### config.mk
export PLATFORM = sky130hd
export DESIGN_NAME = sync_fifo_lvl
export DESIGN_NICKNAME = d
export VERILOG_FILES = /design/src/rtl/fifo_pkg.sv /design/src/rtl/fifomem.sv /design/src/rtl/sync_fifo_lvl.sv
export SDC_FILE = /design/constraint.sdc
export NUM_CORES = 1
export LEC_CHECK = 0
export ABC_CLOCK_PERIOD_IN_PS = 3700
export BUFFER_PORTS_ARGS = -buffer_cell sky130_fd_sc_hd__buf_2
export CORE_MARGIN = 1.5
export CORE_UTILIZATION = 55
export DETAILED_ROUTE_END_ITERATION = 16
export PLACE_DENSITY = 0.73
export SETUP_SLACK_MARGIN = 0.5
export SLEW_MARGIN = 5
export SYNTH_ARGS = -nofsm -noshare
export SYNTH_HDL_FRONTEND = slang
export SYNTH_HIERARCHICAL = 1
export SYNTH_SLANG_ARGS = --single-unit
### constraint.sdc
create_clock -name clk -period 3.7 [get_ports clk]
set_input_delay 0.185 -clock clk [delete_from_list [all_inputs] [get_ports clk]]
set_output_delay 0.185 -clock clk [all_outputs]
set_load 0.02 [all_outputs]
### src/rtl/fifo_pkg.sv
// Shared helpers for sync_fifo_lvl: sizing and parameter legality.
// Optional feature macro: SYNC_FIFO_WMARK_EN (see sync_fifo_lvl).
package fifo_pkg;

  function automatic int clog2(input int n);
    int r;
    int v;
    r = 0;
    v = n - 1;
    while (v > 0) begin
      r++;
      v = v >> 1;
    end
    return r;
  endfunction

  function automatic int fifo_depth(input int asize);
    return 1 << asize;
  endfunction

  // afull must be reachable and non-trivial; aempty must not cover full.
  function automatic bit th_legal(
    input int afull_th,
    input int aempty_th,
    input int depth
  );
    return (afull_th >= 1) && (afull_th <= depth)
        && (aempty_th >= 0) && (aempty_th <= depth - 1);
  endfunction

  function automatic bit size_legal(input int asize);
    return (asize >= 1) && (asize <= 16)
        && (clog2(fifo_depth(asize)) == asize);
  endfunction

endpackage

### src/rtl/fifomem.sv
// FIFO storage array: synchronous write, combinational read.
// Contents are never reset; only the pointers define validity.
module fifomem
  import fifo_pkg::*;
#(
  parameter int DSIZE = 8,
  parameter int ASIZE = 4
) (
  input  logic             clk,
  input  logic             we,
  input  logic [ASIZE-1:0] waddr,
  input  logic [DSIZE-1:0] wdata,
  input  logic [ASIZE-1:0] raddr,
  output logic [DSIZE-1:0] rdata
);

  localparam int DEPTH = fifo_depth(ASIZE);

  logic [DSIZE-1:0] mem [DEPTH];

  always_ff @(posedge clk) begin
    if (we) begin
      mem[waddr] <= wdata;
    end
  end

  assign rdata = mem[raddr];

endmodule

### src/rtl/sync_fifo_lvl.sv
// Single-clock FIFO with level, thresholds, FWFT mode and sticky errors.
// Define SYNC_FIFO_WMARK_EN to enable the peak-level (wmark) register.
module sync_fifo_lvl
  import fifo_pkg::*;
#(
  parameter int DSIZE     = 8,
  parameter int ASIZE     = 4,
  parameter int AFULL_TH  = 14,
  parameter int AEMPTY_TH = 2,
  parameter int FWFT      = 0
) (
  input  logic             clk,
  input  logic             rst,
  input  logic             clr,
  input  logic [DSIZE-1:0] wdata,
  input  logic             winc,
  input  logic             rinc,
  output logic [DSIZE-1:0] rdata,
  output logic             wfull,
  output logic             rempty,
  output logic             afull,
  output logic             aempty,
  output logic [ASIZE:0]   level,
  output logic             ovf,
  output logic             udf,
  output logic [ASIZE:0]   wmark
);

  localparam int DEPTH = fifo_depth(ASIZE);

  localparam logic [ASIZE:0] FULL_LVL =
    {1'b1, {ASIZE{1'b0}}};
  localparam logic [ASIZE:0] AF_LVL =
    (ASIZE+1)'(AFULL_TH);
  localparam logic [ASIZE:0] AE_LVL =
    (ASIZE+1)'(AEMPTY_TH);

  if (!size_legal(ASIZE)) begin : g_bad_size
    $error("sync_fifo_lvl: ASIZE out of range");
  end

  if (!th_legal(AFULL_TH, AEMPTY_TH, DEPTH)) begin : g_bad_th
    $error("sync_fifo_lvl: AFULL_TH/AEMPTY_TH out of range");
  end

  logic [ASIZE:0] wptr_q;
  logic [ASIZE:0] rptr_q;
  logic [ASIZE:0] level_q;
  logic [ASIZE:0] wptr_d;
  logic [ASIZE:0] rptr_d;
  logic [ASIZE:0] level_d;

  logic full_q;
  logic empty_q;
  logic afull_q;
  logic aempty_q;
  logic ovf_q;
  logic udf_q;

  logic full_d;
  logic empty_d;
  logic afull_d;
  logic aempty_d;
  logic ovf_d;
  logic udf_d;

  logic push_ok;
  logic pop_ok;
  logic mem_we;

  logic [DSIZE-1:0] mem_rdata;

  // Every flag derives from the next-cycle level so all outputs agree.
  always_comb begin
    push_ok = winc & ~full_q;
    pop_ok  = rinc & ~empty_q;

    wptr_d = wptr_q + (ASIZE+1)'(push_ok);
    rptr_d = rptr_q + (ASIZE+1)'(pop_ok);
    ovf_d  = ovf_q | (winc & full_q);
    udf_d  = udf_q | (rinc & empty_q);

    if (clr) begin
      wptr_d = '0;
      rptr_d = '0;
      ovf_d  = 1'b0;
      udf_d  = 1'b0;
    end

    level_d  = wptr_d - rptr_d;
    full_d   = (level_d == FULL_LVL);
    empty_d  = (level_d == '0);
    afull_d  = (level_d >= AF_LVL);
    aempty_d = (level_d <= AE_LVL);
  end

  assign mem_we = push_ok & ~clr;

  always_ff @(posedge clk or posedge rst) begin
    if (rst) begin
      wptr_q   <= '0;
      rptr_q   <= '0;
      level_q  <= '0;
      full_q   <= 1'b0;
      empty_q  <= 1'b1;
      afull_q  <= 1'b0;
      aempty_q <= 1'b1;
      ovf_q    <= 1'b0;
      udf_q    <= 1'b0;
    end else begin
      wptr_q   <= wptr_d;
      rptr_q   <= rptr_d;
      level_q  <= level_d;
      full_q   <= full_d;
      empty_q  <= empty_d;
      afull_q  <= afull_d;
      aempty_q <= aempty_d;
      ovf_q    <= ovf_d;
      udf_q    <= udf_d;
    end
  end

  fifomem #(
    .DSIZE (DSIZE),
    .ASIZE (ASIZE)
  ) u_mem (
    .clk   (clk),
    .we    (mem_we),
    .waddr (wptr_q[ASIZE-1:0]),
    .wdata (wdata),
    .raddr (rptr_q[ASIZE-1:0]),
    .rdata (mem_rdata)
  );

  if (FWFT != 0) begin : g_fwft
    assign rdata = mem_rdata;
  end else begin : g_std
    logic [DSIZE-1:0] rdata_q;

    always_ff @(posedge clk or posedge rst) begin
      if (rst) begin
        rdata_q <= '0;
      end else if (clr) begin
        rdata_q <= '0;
      end else if (pop_ok) begin
        rdata_q <= mem_rdata;
      end
    end

    assign rdata = rdata_q;
  end

`ifdef SYNC_FIFO_WMARK_EN
  logic [ASIZE:0] wmark_q;

  // level_d is already zero on clr, but clr must also drop the peak.
  always_ff @(posedge clk or posedge rst) begin
    if (rst) begin
      wmark_q <= '0;
    end else if (clr) begin
      wmark_q <= '0;
    end else if (level_d > wmark_q) begin
      wmark_q <= level_d;
    end
  end

  assign wmark = wmark_q;
`else
  assign wmark = '0;
`endif

  assign wfull  = full_q;
  assign rempty = empty_q;
  assign afull  = afull_q;
  assign aempty = aempty_q;
  assign level  = level_q;
  assign ovf    = ovf_q;
  assign udf    = udf_q;

endmodule

==> summary.md <==
| Metric | Value |
|---|---|
| Layout area overhead | `14.3%` |
| Reg2reg path depth | `11` |
| Nets | `405` |
| Setup ws final | `681 ps` |
| H-tree depth | `4` |
| Slowest stage cell, crit path | `dfstp_2` |
| CP Data Arrival Time | `~3300 ps` |
| Hold slack final | `26.9 ps` |
| CP Capture Type | `flop` |
| Met3 Track Usage GR | `0.0529` |
| Synth top area cells | `edfxtp_1 (61%), dfrtp_1 (11%), mux4_2 (6.4%)` |
| Die area | `around 0.012 mm^2` |
| Delay of the slowest critical-path stage | `530 ps` |
| Vias in the first global route | `3129` |
| N_diodes | `0` |
| Worst Hold Class | `in2async` |
| I/O pin count | `37` |
| Final hold violation count | `0` |
| HPWL Detailed | `7400 um` |
| Final Instance Count excl. Fillers | `between 500 and 600` |
| Max FO, Critical Path | `9` |
| Worst path cell trace | `nand2b_4 > inv_2 > ha_1 > ha_1 > xor2_1 > nand2b_1 > ha_1 > a21o_1 > a21oi_2 > xor3_2 > a2111oi_4` |
| Via-per-instance ratio | `5.93` |
| Initial core utilization | `0.560` |
| Met1 GRT Util | `0.301` |
| Cells after DPL | `506` |
| Max Clock Skew | `5.92 ps` |
| Clock Sinks | `157` |
| Required @ worst endpoint | `4020 ps` |
| Post-synth EDFFs | `128` |
| Clock transition at path regs | `approximately 60 ps` |
| PortBufs | `31` |
| Worst r2r src | `rempty` |
| Setup slack, reg-to-reg | `680 ps` |
| Grt peak-use layer | `met2` |
| Setup-failing EPs final | `0` |
| RSZ-0062 raised after global routing | `false` |
| Tot Pwr | `between 0.004 and 0.005 W` |
| Vias | `3198` |
| DR WL/cell | `22.2 um` |
| Global-route wire length before repair | `roughly 18000 um` |
| Die Width | `between 100 and 150 um` |
| Power per cell area | `roughly 630 mW/mm^2` |
| Synthesized area per cell | `~19 um^2` |
| Fillers | `796` |
| Top cell type's share of synthesized area | `0.606` |
| Leakage | `2.63 nW` |
| Drc violations | `0` |
| CTS root buf | `clkbuf_16` |
| CTS tree | `done` |
| GR Util All Layers | `0.215` |
| Inserted Clock Buffers | `17` |
| Multi-input gate area | `about 0.0016 mm^2` |
| Ys async rst share | `0.185` |
| Netlist area before placement | `about 0.0063 mm^2` |
| Slew at the pin with the worst max-slew slack | `1070 ps` |
| Grt met2 use | `0.326` |
| Reg-to-reg endpoint | `aempty` |
| Max-Slew Margin vs Limit | `0.286` |
| Seq. cell area | `0.00457 mm^2` |
| Pre-CTS WS | `roughly 520 ps` |
| Maxcap violations | `0` |
| Post-Route WL | `12000 um` |
| Layout cells sized above 1 | `0.247` |
| Fin crit share | `0.816` |
| Routed Antenna Nets | `0` |
| Fin Setup TNS | `0 ps` |
| Sequential share of the synthesized area | `0.721` |
| Netlist cell types | `39` |
| GRT Residual Overflow | `0` |
| Row count | `39` |
| Yosys reg bits | `157` |
| DRT Pass-1 Iters | `4` |
| Max clock buf depth | `2` |
| Fmax | `331 MHz` |
| Initial antenna violation count | `0` |
| Fin crit period | `3020 ps` |
| Detailed Route Iter0 Violations | `225` |
| Top FF cell, synth | `edfxtp_1` |
| CORE AREA | `between 0.01 and 0.015 mm^2` |
| Critical path class | `reg2reg` |
| Syn. warnings | `6` |
| Slew Limit Fails | `0` |
| Crit path top cell by count | `ha_1` |
| Biggest area consumer among synthesized cells | `edfxtp_1` |
| Startpoint type of the worst setup path | `flop` |
| Largest net degree at the start of global routing | `34` |
| Synth Instances | `341` |
| RePlAce Congestion | `0.857` |
| Die Height | `110 um` |
| Worst skew pair latency | `about 420 ps` |
| Peak supply drop | `0.000424 V` |
| Status | `complete, no violations` |
critical path, delay by kind of cell, from the launching register on:
kind                     cells  cell delay (ps)
AO/OA/AOI/OAI                3              680
XOR/XNOR                     2              570
adder cells (fa/ha/maj)      3              770
buffers and inverters        1               90
flip-flops                   1              530
AND/OR/NAND/NOR              2              270
registers in the layout (all words and copies together), names as in the netlist, 5 cells and up:
name / flops
u_mem/mem: 128
rdata: 8
level: 5
rptr_q: 5
wptr_q: 5
layer usage:
metal  wire [um]  part of all wire
met1        5060              0.42
met2        5930              0.50
met3         790             0.066
met4         178             0.015
met5           0                 0
metrics by stage:
stage,instance area [um^2],utilization
after floorplan,6360,-
after global placement,6600,0.583
after detailed placement,6600,0.583
after CTS,7230,0.639
after global routing,7250,0.640
final,7250,0.640
worst max-delay path by stage:
stage             end  slack, ps    from
4_1_cts        aempty        620  rempty
3_5_place_dp   aempty        520  rempty
5_1_grt        aempty        510  rempty
6_report       aempty        680  rempty
2_1_floorplan  aempty        650  rempty
3_3_place_gp   aempty        700  rempty
report_power, final:
| group | total (W) | internal [W] | switching [W] |
|---|---|---|---|
| Sequential | 0.00205 | 0.00201 | 0.0000423 |
| Clock | 0.00181 | 0.00113 | 0.000679 |
| Combinational | 0.000723 | 0.000304 | 0.000419 |
cells in the final DEF, fill, tap and decap left out, types with 3 or more instances in the layout:
cell       synthesis  final
nand2_1           25     25
inv_1              7      7
ha_1               8      8
clkinv_4           0      4
clkinv_1           0      3
nand2b_1           7      6
bufinv_16          0      4
nor3_1             4      3
buf_4              6      5
mux4_1            14     14
conb_1             1      5
clkbuf_16          0     17
nand3_1            4      4
nor2b_1            7      6
buf_2              3     31
xor2_1             4      4
dfrtp_1           27     26
a22oi_1           16     16
nor2_1            19     19
mux4_2            18     18
edfxtp_1         128    128
a21oi_1           11     10
timing repair:
| item | in CTS | in global routing |
|---|---|---|
| gates resized for setup | 1 | 4 |
| hold endpoints to repair | 1 | 0 |
| setup endpoints to repair | 1 | 2 |
| hold buffers | 1 | 0 |
| pin swaps | 0 | 1 |
| setup buffers | 0 | 0 |
synth_stat cells (4+ instances only):
master / number
a21oi_1: 11
inv_1: 7
nor2_1: 19
buf_4: 6
mux4_1: 14
xor2_1: 4
nand2b_1: 7
nand3_1: 4
dfrtp_1: 27
mux4_2: 18
nor2b_1: 7
ha_1: 8
nand2_1: 25
nor3_1: 4
a22oi_1: 16
edfxtp_1: 128
kinds of logic (layout without fill, tap and decap cells):
kind of cell | after synthesis | count (layout) | synth area share
and+or+nand+nor | 75 | 75 | 0.0580
adders and majority gates | 9 | 9 | 0.0189
buffers and inverters | 26 | 77 | 0.0260
AOI/OAI and AO/OA | 32 | 32 | 0.0367
xor gates and xnor gates | 7 | 7 | 0.0122
muxes | 34 | 34 | 0.127
DFF | 157 | 157 | 0.721
other | 1 | 5 | 0.000591
final cells by class:
cell class | instances | share of cell area
multi-input cells | 162 | 0.227
repair buffers | 37 | 0.0280
clock inverters | 14 | 0.0264
inverters | 8 | 0.00414
clock buffers | 18 | 0.0592
flip-flops and latches | 157 | 0.631
well taps | 143 | 0.0247
No activity file was read; power rests on OpenSTA's default activity.
